==> src/rtl/spm_pkg.sv <==
// ============================================================================
// Module : spm_pkg
// Brief  : Shared widths and FSM state encoding for the signed multiplier.
// Rev    : 1.0
// ============================================================================
`default_nettype none

package spm_pkg;

    localparam int SPM_OP_W   = 8;
    localparam int SPM_PROD_W = 16;
    localparam int SPM_CNT_W  = 3;

    typedef logic [1:0] spm_state_t;

    localparam spm_state_t IDLE = 2'd0;
    localparam spm_state_t LOAD = 2'd1;
    localparam spm_state_t MULT = 2'd2;
    localparam spm_state_t FIX  = 2'd3;

    // Magnitude of a two's-complement operand; -128 maps to 8'h80 (128).
    function automatic logic [SPM_OP_W-1:0] spm_abs(input logic [SPM_OP_W-1:0] v);
        return v[SPM_OP_W-1] ? (~v + 1'b1) : v;
    endfunction

endpackage

`default_nettype wire

==> src/rtl/spm_sign_ctrl_if.sv <==
// ============================================================================
// Module : spm_sign_ctrl_if
// Brief  : Request/result bundle between a requester and spm_sign_ctrl.
// Rev    : 1.0
// ============================================================================
`default_nettype none

interface spm_sign_ctrl_if;
    import spm_pkg::*;

    logic                  start;
    logic [SPM_OP_W-1:0]   a;
    logic [SPM_OP_W-1:0]   b;
    logic                  busy;
    logic                  done;
    logic [SPM_PROD_W-1:0] product;

    modport master (output start, a, b, input busy, done, product);
    modport slave  (input start, a, b, output busy, done, product);
endinterface

`default_nettype wire

==> src/rtl/spm_mag_core.sv <==
// ============================================================================
// Module : spm_mag_core
// Brief  : Unsigned shift-add datapath, one multiplier bit per step, LSB first.
// Rev    : 1.0
// ============================================================================
`default_nettype none

module spm_mag_core
    import spm_pkg::*;
(
    input  wire logic                  clk,
    input  wire logic                  rst_n,
    input  wire logic                  load,
    input  wire logic                  step,
    input  wire logic [SPM_OP_W-1:0]   op_a,
    input  wire logic [SPM_OP_W-1:0]   op_b,
    output logic      [SPM_PROD_W-1:0] acc,
    output logic      [SPM_CNT_W-1:0]  count
);

    logic [SPM_OP_W-1:0]   r_mag_a;
    logic [SPM_OP_W-1:0]   r_mag_b;
    logic [SPM_PROD_W-1:0] r_acc;
    logic [SPM_CNT_W-1:0]  r_count;
    logic [SPM_PROD_W-1:0] w_addend;

    assign w_addend = {{(SPM_PROD_W-SPM_OP_W){1'b0}}, r_mag_a} << r_count;

    always_ff @(posedge clk) begin
        if (!rst_n) begin
            r_mag_a <= '0;
            r_mag_b <= '0;
            r_acc   <= '0;
            r_count <= '0;
        end else if (load) begin
            r_mag_a <= spm_abs(op_a);
            r_mag_b <= spm_abs(op_b);
            r_acc   <= '0;
            r_count <= '0;
        end else if (step) begin
            // 128*128 fits in 16 bits, so the unsigned sum never overflows.
            if (r_mag_b[r_count])
                r_acc <= r_acc + w_addend;
            r_count <= r_count + 1'b1;
        end
    end

    assign acc   = r_acc;
    assign count = r_count;

endmodule

`default_nettype wire

==> src/rtl/spm_sign_ctrl.sv <==
// ============================================================================
// Module : spm_sign_ctrl
// Brief  : Sequential signed 8x8 multiplier: sign-magnitude shift-add, 10-cycle
//          latency. Define SPM_ZERO_SKIP_EN to shortcut zero operands to FIX.
// Rev    : 1.0
// ============================================================================
`default_nettype none

module spm_sign_ctrl
    import spm_pkg::*;
(
    input  wire logic          clk,
    input  wire logic          rst_n,
    spm_sign_ctrl_if.slave     bus
);

    spm_state_t            r_state;
    logic [SPM_OP_W-1:0]   r_a;
    logic [SPM_OP_W-1:0]   r_b;
    logic                  r_neg;
    logic                  r_busy;
    logic                  r_done;
    logic [SPM_PROD_W-1:0] r_product;

    logic [SPM_PROD_W-1:0] w_acc;
    logic [SPM_CNT_W-1:0]  w_count;
    logic [SPM_PROD_W-1:0] w_signed;
    logic                  w_load;
    logic                  w_step;

    assign w_load = (r_state == LOAD);
    assign w_step = (r_state == MULT);

    // Negating a zero accumulator yields zero, so no negative-zero case exists.
    assign w_signed = r_neg ? (~w_acc + 1'b1) : w_acc;

`ifdef SPM_ZERO_SKIP_EN
    logic w_zero;
    assign w_zero = (r_a == '0) || (r_b == '0);
`endif

    spm_mag_core u_core (
        .clk   (clk),
        .rst_n (rst_n),
        .load  (w_load),
        .step  (w_step),
        .op_a  (r_a),
        .op_b  (r_b),
        .acc   (w_acc),
        .count (w_count)
    );

    always_ff @(posedge clk) begin
        if (!rst_n) begin
            r_state   <= IDLE;
            r_a       <= '0;
            r_b       <= '0;
            r_neg     <= 1'b0;
            r_busy    <= 1'b0;
            r_done    <= 1'b0;
            r_product <= '0;
        end else begin
            r_done <= 1'b0;
            case (r_state)
                IDLE: begin
                    if (bus.start) begin
                        r_a     <= bus.a;
                        r_b     <= bus.b;
                        r_busy  <= 1'b1;
                        r_state <= LOAD;
                    end
                end
                LOAD: begin
                    r_neg <= r_a[SPM_OP_W-1] ^ r_b[SPM_OP_W-1];
`ifdef SPM_ZERO_SKIP_EN
                    r_state <= w_zero ? FIX : MULT;
`else
                    r_state <= MULT;
`endif
                end
                MULT: begin
                    if (w_count == {SPM_CNT_W{1'b1}})
                        r_state <= FIX;
                end
                FIX: begin
                    r_product <= w_signed;
                    r_done    <= 1'b1;
                    r_busy    <= 1'b0;
                    r_state   <= IDLE;
                end
                default: r_state <= IDLE;
            endcase
        end
    end

    assign bus.busy    = r_busy;
    assign bus.done    = r_done;
    assign bus.product = r_product;

endmodule

`default_nettype wire

==> src/flat_wrapper.sv <==
// flat-port wrapper written by rule: the top's interface ports become plain ports
module spm_sign_ctrl_flat import spm_pkg::*;
  (clk, rst_n, bus_start, bus_a, bus_b, bus_busy, bus_done, bus_product);
  spm_sign_ctrl_if bus_i ();
  input  wire logic clk;
  input  wire logic rst_n;
  input wire logic [$bits(bus_i.start)-1:0] bus_start;
  input wire logic [$bits(bus_i.a)-1:0] bus_a;
  input wire logic [$bits(bus_i.b)-1:0] bus_b;
  output wire logic [$bits(bus_i.busy)-1:0] bus_busy;
  output wire logic [$bits(bus_i.done)-1:0] bus_done;
  output wire logic [$bits(bus_i.product)-1:0] bus_product;
  assign bus_i.start = bus_start;
  assign bus_i.a = bus_a;
  assign bus_i.b = bus_b;
  assign bus_busy = bus_i.busy;
  assign bus_done = bus_i.done;
  assign bus_product = bus_i.product;
  spm_sign_ctrl u_core (.clk(clk), .rst_n(rst_n), .bus(bus_i));
endmodule
==> config.mk <==
export PLATFORM = sky130hd
export DESIGN_NAME = spm_sign_ctrl_flat
export DESIGN_NICKNAME = d
export VERILOG_FILES = /design/src/rtl/spm_pkg.sv /design/src/rtl/spm_sign_ctrl_if.sv /design/src/rtl/spm_mag_core.sv /design/src/rtl/spm_sign_ctrl.sv /design/src/flat_wrapper.sv
export SDC_FILE = /design/constraint.sdc
export NUM_CORES = 1
export LEC_CHECK = 0
export ABC_AREA = 1
export CAP_MARGIN = 20
export CELL_PAD_IN_SITES_DETAIL_PLACEMENT = 0
export CELL_PAD_IN_SITES_GLOBAL_PLACEMENT = 2
export CORE_MARGIN = 1.5
export CORE_UTILIZATION = 32
export DETAILED_ROUTE_END_ITERATION = 12
export PLACE_DENSITY_LB_ADDON = 0.1
export SETUP_SLACK_MARGIN = 0.02
export SLEW_MARGIN = 0
export SYNTH_ARGS = -nofsm -noshare
export SYNTH_HDL_FRONTEND = slang
export SYNTH_SLANG_ARGS = --single-unit
export TNS_END_PERCENT = 20
==> constraint.sdc <==
create_clock -name clk -period 3.05 [get_ports clk]
set_input_delay 0.61 -clock clk [delete_from_list [all_inputs] [get_ports clk]]
set_output_delay 0.61 -clock clk [all_outputs]
set_load 0.005 [all_outputs]
## Yosys cells after proc, flatten, opt, wreduce, memory -nomap -nowiden

Index checks and enable logic that the tools add are counted.

| cells by class | value |
|---|---|
| $add $sub $neg | 5 |
| order comparisons | 1 |
| equality and inequality tests | 6 |
| shift operators | 1 |
| multiplexer cells | 11 |
| bitwise gates (word level) | 5 |
| reduce and logical (&&, ||, !) cells | 7 |

Operators with widths:

| kind | count |
|---|---|
| $add 16x1->16 const B | 1 |
| $add 16x16->16 | 1 |
| $add 8x1->8 const B | 2 |
| $mux 16 | 1 |
| $mux 8 | 2 |
| $not 16->16 | 1 |
| $not 8->8 | 2 |
| $shl 8x3->16 | 1 |
| $pmux 2 s4 | 1 |
| $reduce_and 2->1 | 4 |
| $eq 2x2->1 const B | 2 |
| $lt 3x4->1 const B | 1 |
| $mux 2 | 2 |
| $ne 2x2->1 const B | 2 |
| $add 3x1->3 const B | 1 |
| $bmux 1 s3 | 1 |
| $eq 3x3->1 const B | 1 |
| $mux 1 | 3 |
| $eq 2x1->1 const B | 1 |
| $logic_not 2->1 | 1 |
| $pmux 1 s2 | 1 |
| $reduce_bool 2->1 | 1 |
| $reduce_or 2->1 | 1 |
| $not 1->1 | 1 |
| $xor 1x1->1 | 1 |

| word-level totals | value |
|---|---|
| bits in registers | 72 |
| input bits | 19 |
| output and inout port bits | 18 |
| word-level logic and storage cells | 47 |

## Depth between registers and ports, before layout

Gate-level depths: netlist (run 1).

| depth | value |
|---|---|
| depth in word-level cells | 3 |
| depth in mapped cells | 19 |

## By module

Synthesis (run 1) repeated with hierarchy kept, for this count alone.

| second synthesis, totals | value |
|---|---|
| cell total of the unflattened synthesis | 714 |
| area total of the unflattened synthesis | 4,551.9 µm² |

By module, submodules not included:

| module | times used | cells an instance | area an instance (µm²) | sequential area each (µm²) |
|---|---|---|---|---|
| spm_mag_core | 1 | 456 | 2,752.6 | 700.7 |
| spm_sign_ctrl | 1 | 258 | 1,799.2 | 740.7 |

## Worst setup path after synthesis (run 1)

Ideal clock, no wire load.

| timing path | value |
|---|---|
| kind | register to register |
| start | reg u_core.u_core.r_count[0], in the netlist u_core.u_core.count[0] |
| end | reg u_core.u_core.r_acc[12], in the netlist u_core.u_core.acc[12] |
| library setup time | 0.109 ns |
| arrival | 2.201 ns |
| required time | 2.941 ns |
| path slack | 0.740 ns |
| stages on the path, launching flop included | 15 |
| period minus slack after synthesis | 2.310 ns |
| path through | dfxtp_1 > buf_4 > clkbuf_1 > o21ai_0 > o21ai_0 > nor2_1 > ha_1 > or2_2 > and2_1 > nand3_1 > nand3_1 > nand2_1 > nand3_1 > nand2_1 > inv_1 |

| on the way | value |
|---|---|
| longest elaborated chain between the ends | 3 |
| elaborated cells on any way between the ends | 5 |

RTL lines:

| what | line | source |
|---|---|---|
| start, declared | spm_mag_core.sv:24 | `logic [SPM_CNT_W-1:0] r_count;` |
| start signal, assigned | spm_mag_core.sv:44 | `r_count <= r_count + 1'b1;` |
| parallel branches: the longest is 3 deep, another holds $add 16x16->16 | -- |  |
| end signal, assigned | spm_mag_core.sv:43 | `r_acc <= r_acc + w_addend;` |
| end, declared | spm_mag_core.sv:23 | `logic [SPM_PROD_W-1:0] r_acc;` |

Parallel ways; which one is timed is not known. The select of a mux whose other input is x is not followed.
A chain may end at the register's enable or synchronous reset.

## Final worst setup path (run 1)

| timing path | value |
|---|---|
| start | reg u_core.u_core.r_count[0], in the netlist u_core.u_core.count[0] |
| end | reg u_core.u_core.r_acc[13], in the netlist u_core.u_core.acc[13] |

The elaborated chain is that of the path after synthesis.

==> results of run 1 <==
worst max path at each step:
stage                            from                     to  slack, ns  cells past startpoint
2_1_floorplan  u_core.u_core.count[0]  u_core.u_core.acc[12]       0.74                     14
4_1_cts        u_core.u_core.count[0]  u_core.u_core.acc[13]       0.28                     15
6_report       u_core.u_core.count[0]  u_core.u_core.acc[13]       0.51                     15
3_3_place_gp   u_core.u_core.count[0]  u_core.u_core.acc[13]       0.38                     15
3_5_place_dp   u_core.u_core.count[0]  u_core.u_core.acc[13]       0.29                     15
5_1_grt        u_core.u_core.count[0]  u_core.u_core.acc[13]       0.09                     16
cell usage in the layout (no fill, tap or decap), drive strengths merged, types with 2 or more instances in the layout:
cell type      count
a21oi             55
a31oi              2
buf                9
clkbuf            11
clkdlybuf4s50     36
clkinv             4
dfxtp             72
ha                24
inv              105
mux2i              4
nand2            153
nand3             39
nand3b             3
nand4              5
nor2              57
nor3              11
o21ai             75
o221ai             2
o22ai              8
o32ai              4
or2                2
xnor2              2
xor2              13
layout make-up:
class / count / area (um^2) / share of cell area
Multi-Input combinational cell: 465 / 2456 / 0.4693
Sequential cell: 72 / 1443 / 0.2756
Timing Repair Buffer: 45 / 427.9 / 0.08176
Inverter: 106 / 397.9 / 0.07602
Clock buffer: 11 / 232.7 / 0.04447
Tap cell: 176 / 220.2 / 0.04208
Clock inverter: 5 / 56.30 / 0.01076
state kept, by name, indices dropped and copies added, names as in the netlist, 2 cells and up:
register	cells
u_core.u_core.r_mag_b	8
u_core.r_b	8
u_core.bus.product	16
u_core.u_core.acc	16
u_core.r_state	2
u_core.u_core.count	3
u_core.u_core.r_mag_a	8
u_core.r_a	8
worst max-delay path, delay by kind of cell, from the launching register on:
| family | cells | cell delay (ns) |
|---|---|---|
| and+or+nand+nor | 8 | 0.72 |
| DFF | 1 | 0.49 |
| AOI/OAI and AO/OA | 2 | 0.46 |
| adders and majority gates | 1 | 0.37 |
| buffers and inverters | 3 | 0.28 |
| muxes | 1 | 0.12 |
metrics by stage:
step                      hold WS (ns)  setup WS (ns)  area (um^2)  power, mW  utilization
after floorplan                 0.4402         0.7403         4412      2.316            -
after global placement          0.4312         0.3769         4943      2.720       0.3704
after detailed placement        0.4390         0.2923         4943      2.734       0.3704
after CTS                       0.4475         0.2767         5233      3.802       0.3920
after global routing            0.4863        0.08641         5234      4.088       0.3921
final                           0.4448         0.5078         5234      3.758       0.3921
report_power, final:
| part | switching, mW | total, mW | internal, mW | leakage, nW |
|---|---|---|---|---|
| clock network | 0.420 | 1.05 | 0.634 | 0.140 |
| logic | 0.893 | 1.43 | 0.533 | 1.61 |
| registers | 0.154 | 1.28 | 1.12 | 0.587 |
timing repair:
action	4_1_cts	5_1_grt
resized for setup	0	1
endpoints found under the hold margin	0	0
endpoints found under the setup margin	0	5
cell families after synthesis:
logic type / Yosys count / synth area share
DFF: 72 / 0.3267
adders and majority gates: 25 / 0.07260
AOI/OAI and AO/OA: 149 / 0.1824
muxes: 4 / 0.009076
and+or+nand+nor: 272 / 0.2629
buffers and inverters: 129 / 0.1166
xor gates and xnor gates: 15 / 0.02978
layer usage:
layer,GRT usage,up-vias,wire (um)
met5,0,-,0
li1,-,2224,-
met2,0.3139,60,5849
met1,0.2009,1896,5356
met4,0.07868,0,349
met3,0.03396,20,338
==> impl_metrics.tcl, run 1 <==
set metrics [dict create \
    dieWidth_um 120.4 \
    instances_no_fill 880 \
    powerDensity_nw_per_um2 718.0 \
    period_share 0.8335 \
    io_buffers 36 \
    cp-start-kind "flop" \
    gp_congestion 0.8266 \
    slew_headroom 0.4591 \
    grt_overflow_total 0 \
    async_flop_share 0 \
    arrival_ns 2.78 \
    yosysSeqAreaShare 0.3267 \
    die_h_um 120.4 \
    first_global_vias 4147 \
    ys_ff_latch 72 \
    drcViolationCount 0 \
    netlist_area_um2 4412 \
    cts_max_path_buffers 2 \
    dp_hpwl_um 9311 \
    hold_viol_final 0 \
    cts_tree "done" \
    ff2ff_path_depth 15 \
    path_class "reg -> reg" \
    vdd_drop_max_mv 0.3927 \
    rsz0062_at_grt "no" \
    hold_start "u_core.bus.busy" \
    yosysMostFrequentCell "nand2_1" \
    antenna_found_initial 0 \
    synth.avg_cell_area_um2 6.624 \
    holdPathStages 2 \
    yosys_warnings 0 \
    max_clock_freq_ghz 0.3934 \
    wl_um 11890 \
    final.setup.tns_ns 0 \
    hold_end "u_core.bus.busy" \
    crit_chain "inv_2 -> o21ai_0 -> nor2_1 -> a31oi_1 -> mux2i_1 -> ha_1 -> nand2_1 -> inv_1 -> nand2_1 -> nor3_1 -> nand2_1 -> nand3_1 -> nand3_1 -> nand2_1 -> inv_1" \
    synth.area.top_cells "dfxtp_1 33%, nand2_1 13%, inv_1 8.7%" \
    synth_top_area_frac 0.3267 \
    drive_gt1_frac 0.05824 \
    area_growth_pct 18.63 \
    drv_slew 0 \
    nFillCells 1502 \
    drt_iter0_markers 186 \
    initial_core_util 0.3305 \
    synth-main-ff-cell "dfxtp_1" \
    crit_slowest_cell "dfxtp_2" \
    syn_inst 666 \
    placementRows 42 \
    grt_use_total 0.1753 \
    ys_top_cells_by_count "150 x nand2_1, 102 x inv_1, 72 x dfxtp_1, 70 x o21ai_0, 55 x nor2_1" \
    core_area_um2 13350 \
    outcome "complete, no violations" \
    grt_pass1_wl_um 19950 \
    cp_common_cell "nand2_1" \
    clock_latency_ns 0.34 \
    finalClockSkew_ns 0.006802 \
    clk_pin_slew_worst_paths_ns 0.06 \
    die_area_um2 14500 \
    worst_setup_path_end_kind "flop" \
    post_cts_buffers 0 \
    timing_worst_slew_pin_value_ns 0.8093 \
    ant_nets 0 \
    clkSinkCount 72 \
    nNetsFinal 743 \
    numCtsBuffers 9 \
    cts_max_level 3 \
    n_antenna_cell 0 \
    cts_hold_buf 0 \
    grt_max_degree 32 \
    min_path_type "reg -> reg" \
    io_pins 37 \
    drtPass1Iterations 4 \
    dp_cells 864 \
    setup_viol 0 \
    reg2reg_to "u_core.u_core.acc[13]" \
    power.leakage_nw 2.335 \
    slowest_delay_ns 0.49 \
    r2r_slack_ns 0.51 \
    detail_route.wl_per_cell_um 13.52 \
    synth-edff-count 0 \
    regToRegStartpoint "u_core.u_core.count[0]" \
    cp_max_fo 16 \
    vias_per_cell 4.773 \
    period_minus_slack_ns 2.542 \
    synth_top_cell_by_area "dfxtp_1" \
    clock-root-buffer "clkbuf_16" \
    cap_violations 0 \
    vias 4200 \
    worstPathRequired_ns 3.29 \
    yosys.cell_types.count 38 \
    synth.net_count 710 \
]
(Power assumes the default switching activity.)
==> run 2, diff against run 1 <==
Clock period 3.05 ns to 2.6 ns, I/O delays scaled along.
==> run 2 against run 1 <==
Effect of this change: global-route usage decreased by 0.36 points; cell count increased by 0.34%; sequential power increased by 17%; fmax increased by 8.7%; critical path type unchanged; largest cell class unchanged; utilization increased by 0.22 points.
==> impl_metrics.tcl, run 2 (synthesis gave the netlist of run 1 again) <==
set metrics [dict create \
    grt_use_total 0.1716 \
    hold_start "u_core.bus.busy" \
    vias_per_cell 4.683 \
    area_growth_pct 19.29 \
    powerDensity_nw_per_um2 826.7 \
    use_met2 0.3097 \
    fin_util 0.3943 \
    detail_route.wl_per_cell_um 13.06 \
    gr-max-usage-layer "met2" \
    dp_hpwl_um 9264 \
    holdPathStages 2 \
    drt_iter0_markers 172 \
    grt_pass1_wl_um 19430 \
    clkSinkCount 72 \
    crit_slowest_cell "dfxtp_4" \
    initial_core_util 0.3305 \
    path_class "reg -> reg" \
    layout_commonest_cell "nand2_1" \
    dp_cells 866 \
    power.leakage_nw 2.355 \
    worst_setup_path_end_kind "flop" \
    nNetsFinal 747 \
    antenna_found_initial 0 \
    io_buffers 36 \
    min_path_type "reg -> reg" \
    vdd_drop_max_mv 0.3650 \
    cts_max_path_buffers 2 \
    drtPass1Iterations 6 \
    ant_nets 0 \
    cp-start-kind "flop" \
    vias 4135 \
    n_antenna_cell 0 \
    met3_usage 0.03726 \
    finalClockSkew_ns 0.008576 \
    crit_chain "o21ai_0 -> inv_1 -> nand2_1 -> o21ai_0 -> mux2i_1 -> ha_1 -> nand2_1 -> inv_1 -> nand2_1 -> nand2_1 -> a21oi_1 -> nand2_1 -> nand2_1 -> nand3_1 -> nand2_1 -> inv_1" \
    nFillCells 1496 \
    cts_hold_buf 0 \
    hold_end "u_core.bus.busy" \
    dieWidth_um 120.4 \
    wl_um 11530 \
    ff2ff_path_depth 16 \
    slowest_delay_ns 0.38 \
    clock_latency_ns 0.34 \
    worstPathRequired_ns 2.85 \
    die_area_um2 14500 \
    grt_max_degree 34 \
    final.setup.tns_ns 0 \
    r2r_slack_ns 0.26 \
    cap_violations 0 \
    reg2reg_to "u_core.u_core.acc[13]" \
    cp_max_fo 15 \
    period_share 0.8996 \
    cts_max_level 3 \
    final_cell_mix "150 x nand2_1, 101 x inv_1, 71 x dfxtp_1" \
    period_minus_slack_ns 2.339 \
    cts_tree "done" \
    regToRegStartpoint "u_core.u_core.count[0]" \
    placementRows 42 \
    drv_slew 0 \
    max_clock_freq_ghz 0.4275 \
    clk_pin_slew_worst_paths_ns 0.06 \
    instances_no_fill 883 \
    io_pins 37 \
    die_h_um 120.4 \
    grt_overflow_total 0 \
    cp_common_cell "nand2_1" \
    drive_gt1_frac 0.06931 \
    numCtsBuffers 9 \
    timing_worst_slew_pin_value_ns 0.4949 \
    setup_viol 0 \
    arrival_ns 2.58 \
    drcViolationCount 0 \
    core_area_um2 13350 \
    hold_viol_final 0 \
    first_global_vias 3992 \
    clock-root-buffer "clkbuf_16" \
    slew_headroom 0.6701 \
    gp_congestion 0.8500 \
    met1_usage 0.1997 \
    outcome "complete, no violations" \
]
-- run 2: changes by cell type in the layout (fill, tap and decap cells not counted), sizes merged --
cell / delta
buf: +4
bufinv: -1
clkbuf: -1
clkinv: +2
inv: -1
-- run 2: repair_timing --
action                                  in CTS  in global routing
buffers inserted                             0                  2
gates resized for setup                      0                 13
endpoints found under the setup margin       0                 11
-- run 2: area by class of cell --
class                      count  area (um^2)  area share
multi-input combinational    465         2466      0.4686
sequential                    72         1445      0.2746
timing repair buffer          49        457.9     0.08702
inverter                     106        401.6     0.07632
clock buffer                  10        239.0     0.04541
tap                          176        220.2     0.04184
clock inverter                 5        32.53    0.006182
-- run 2: power by group --
group	total (mW)	leakage (nW)	internal (mW)	switching, mW
sequential	1.50	0.587	1.32	0.180
combinational	1.69	1.63	0.652	1.04
clock	1.16	0.138	0.666	0.490
-- run 2: through the flow --
step	setup WS, ns	power [mW]	hold WS [ns]	area [um^2]
after global routing	-0.001073	4.751	0.4780	5263
after CTS	0.04626	4.388	0.4536	5230
after detailed placement	0.05550	3.208	0.4448	4959
final	0.2610	4.350	0.4467	5263
after floorplan	0.2903	2.717	0.4402	4412
after global placement	0.03185	3.201	0.4359	4959
-- run 2: metal layers --
metal / up-vias / share of wire
met5: - / 0
met4: 0 / 0.017
met3: 11 / 0.026
met2: 45 / 0.51
met1: 1853 / 0.45
li1: 2226 / -
-- run 2: worst max-delay path by stage --
stage / start / to / slack, ns / cells past startpoint
6_report: u_core.u_core.count[0] / u_core.u_core.acc[13] / 0.26 / 16
5_1_grt: u_core.u_core.r_mag_a[1] / u_core.u_core.acc[13] / -0.001 / 17
4_1_cts: u_core.u_core.count[0] / u_core.u_core.acc[15] / 0.05 / 16
3_5_place_dp: u_core.u_core.count[0] / u_core.u_core.acc[15] / 0.06 / 16
3_3_place_gp: u_core.u_core.count[0] / u_core.u_core.acc[14] / 0.03 / 15
2_1_floorplan: u_core.u_core.count[0] / u_core.u_core.acc[12] / 0.29 / 14
-- run 2: critical path: cells and delay by family (launching register included) --
family          cells  cell delay [ns]
flops               1             0.38
compound gates      3             0.57
simple gates        8             0.53
mux                 1             0.25
fa+ha+maj           1             0.33
buf+inv             3             0.18
==> run 3, diff against run 2 <==
Settings changed: PLACE_DENSITY set to 0.88, PLACE_DENSITY_LB_ADDON 0.1 to not set.
==> run 3 against run 2 <==
Effect of this change: fmax is 1.7% higher; power increased by 2.3%; sequential share of layout area down 0.11 points; clock power is 9% higher; wire length decreased by 5.0%; non-clock buffer count did not move; first-iteration DRC count rose by 12%; worst setup slack improved by 0.039 ns; highest routed layer unchanged; critical path type unchanged; clock-buffer cell count increased by 4.
==> impl_metrics.tcl, run 3 (synthesis gave the netlist of run 1 again) <==
set metrics [dict create \
    switching_power_mw 1.682 \
    ant_nets 0 \
    core_area_um2 13350 \
    min_path_type "reg -> reg" \
    clk_pin_slew_worst_paths_ns 0.06 \
    io_pins 37 \
    slew_headroom 0.5469 \
    grt_pass1_wl_um 18370 \
    sw_frac_of_total 0.3780 \
    vias_per_cell 4.676 \
    cts_tree "done" \
    power.leakage_nw 2.360 \
    arrival_ns 2.53 \
    worst_setup_path_end_kind "flop" \
    holdPathStages 2 \
    reg2reg_to "u_core.u_core.acc[13]" \
    drv_slew 0 \
    cp_max_fo 5 \
    first_global_vias 3955 \
    initial_core_util 0.3305 \
    crit_slowest_cell "dfxtp_1" \
    drtPass1Iterations 4 \
    hold_end "u_core.bus.busy" \
    clock-root-buffer "clkbuf_16" \
    crit_buf_inv 3 \
    dieWidth_um 120.4 \
    slowest_delay_ns 0.35 \
    hold_start "u_core.bus.busy" \
    cts_max_level 3 \
    rsz0062_at_grt "no" \
    cp_common_cell "nand2_1" \
    detail_route.wl_per_cell_um 12.39 \
    worstPathRequired_ns 2.83 \
    wl_um 10950 \
    final_cell_mix "150 x nand2_1, 102 x inv_1, 71 x dfxtp_1" \
    grt_overflow_total 0 \
    area_growth_pct 19.77 \
    period_minus_slack_ns 2.300 \
    powerDensity_nw_per_um2 842.0 \
    grt_use_total 0.1585 \
    grt_max_degree 27 \
    period_share 0.8845 \
    hold_viol_final 0 \
    cts_max_path_buffers 2 \
    gp_congestion 0.8694 \
    layout_commonest_cell "nand2_1" \
    die_h_um 120.4 \
    nNetsFinal 747 \
    die_area_um2 14500 \
    regToRegStartpoint "u_core.u_core.r_mag_a[7]" \
    outcome "complete, no violations" \
    clock_latency_ns 0.33 \
    cts_hold_buf 0 \
    drcViolationCount 0 \
    p_comb_frac 0.377 \
    p_seq_frac 0.336 \
    cap_violations 0 \
    internal_power_mw 2.767 \
    io_buffers 36 \
    path_class "reg -> reg" \
    numCtsBuffers 9 \
    placementRows 42 \
    antenna_found_initial 0 \
    post-route-worst-setup-slack_ns 0.3003 \
    dp_hpwl_um 8588 \
    crit_chain "inv_1 -> o21ai_0 -> o21ai_0 -> nor2_1 -> ha_1 -> nand2_1 -> inv_1 -> nand2_1 -> nand2_1 -> a21oi_1 -> nand2_1 -> nand2_1 -> nand3_1 -> nand2_1 -> inv_1" \
    n_antenna_cell 0 \
    dp_slack_ns 0.06853 \
    ff2ff_path_depth 15 \
    vias 4134 \
    cp-start-kind "flop" \
    clkSinkCount 72 \
    final.setup.tns_ns 0 \
    setup_viol 0 \
    power.share.clock 0.286 \
    finalClockSkew_ns 0.006055 \
    timing_worst_slew_pin_value_ns 0.6780 \
    r2r_slack_ns 0.30 \
    crit_family "simple AND/OR/NAND/NOR gates" \
    vdd_drop_max_mv 0.3916 \
    max_clock_freq_ghz 0.4348 \
    drive_gt1_frac 0.06356 \
    drt_iter0_markers 193 \
]
run 3: cell types whose count changed in the layout (fill, tap and decap cells not counted), sizes merged:
cell	before	now
bufinv	0	1
clkinv	6	2
clkbuf	10	14
run 3: how the worst max path moves through the flow:
stage                             startpoint                     to  slack (ns)  cells after the start
floorplan             u_core.u_core.count[0]  u_core.u_core.acc[12]        0.29                     14
global placement      u_core.u_core.count[0]  u_core.u_core.acc[13]        0.05                     15
detailed placement    u_core.u_core.count[0]  u_core.u_core.acc[13]        0.07                     15
CTS                   u_core.u_core.count[0]  u_core.u_core.acc[13]        0.05                     15
global route          u_core.u_core.count[0]  u_core.u_core.acc[13]        0.01                     15
finish              u_core.u_core.r_mag_a[7]  u_core.u_core.acc[13]        0.30                     15
run 3: worst register-to-register path, stage by stage (launching register included):
cell and delay [ns]:
dfxtp_1 0.35, inv_1 0.08, o21ai_0 0.31, o21ai_0 0.16, nor2_1 0.18, ha_1 0.31, nand2_1 0.20, inv_1 0.06
nand2_1 0.06, nand2_1 0.04, a21oi_1 0.15, nand2_1 0.07, nand2_1 0.05, nand3_1 0.06, nand2_1 0.07, inv_1 0.04
run 3: power by group through the flow:
stage                     logic [mW]  registers (mW)  clock network [mW]
after CTS                       1.67            1.49                1.31
after global routing            1.94            1.52                1.35
after global placement          1.65            1.51                   0
final                           1.68            1.50                1.27
after floorplan                 1.26            1.46                   0
after detailed placement        1.66            1.52                   0
run 3: metrics by stage:
stage | util | cell area [um^2] | total power, mW | std cells | hold WS (ns)
3_5_place_dp | 0.3709 | 4951 | 3.177 | 865 | 0.4371
3_3_place_gp | 0.3709 | 4951 | 3.161 | 865 | 0.4355
6_report | 0.3959 | 5284 | 4.449 | 884 | 0.4452
5_1_grt | 0.3959 | 5284 | 4.809 | 884 | 0.4874
2_1_floorplan | - | 4412 | 2.717 | 666 | 0.4402
4_1_cts | 0.3935 | 5253 | 4.470 | 881 | 0.4460
run 3: what timing repair did:
item	4_1_cts	5_1_grt
hold endpoints to repair	0	0
resized for setup	0	8
endpoints found under the setup margin	0	12
setup buffers	0	3
run 3: area by class of cell:
class / instances / area, um^2
clock inverters: 2 / 37.54
fillers: 1469 / 8064
well taps: 176 / 220.2
flip-flops and latches: 72 / 1445
inverters: 106 / 397.9
repair buffers: 49 / 457.9
clock buffers: 14 / 264.0
multi-input cells: 465 / 2461
run 3: per-layer routing:
layer / GRT usage / vias to the layer above / wire, um
li1: - / 2235 / -
met1: 0.1904 / 1823 / 5184
met2: 0.2749 / 62 / 5249
met3: 0.04151 / 14 / 257
met4: 0.05074 / 0 / 261
met5: 0 / - / 0
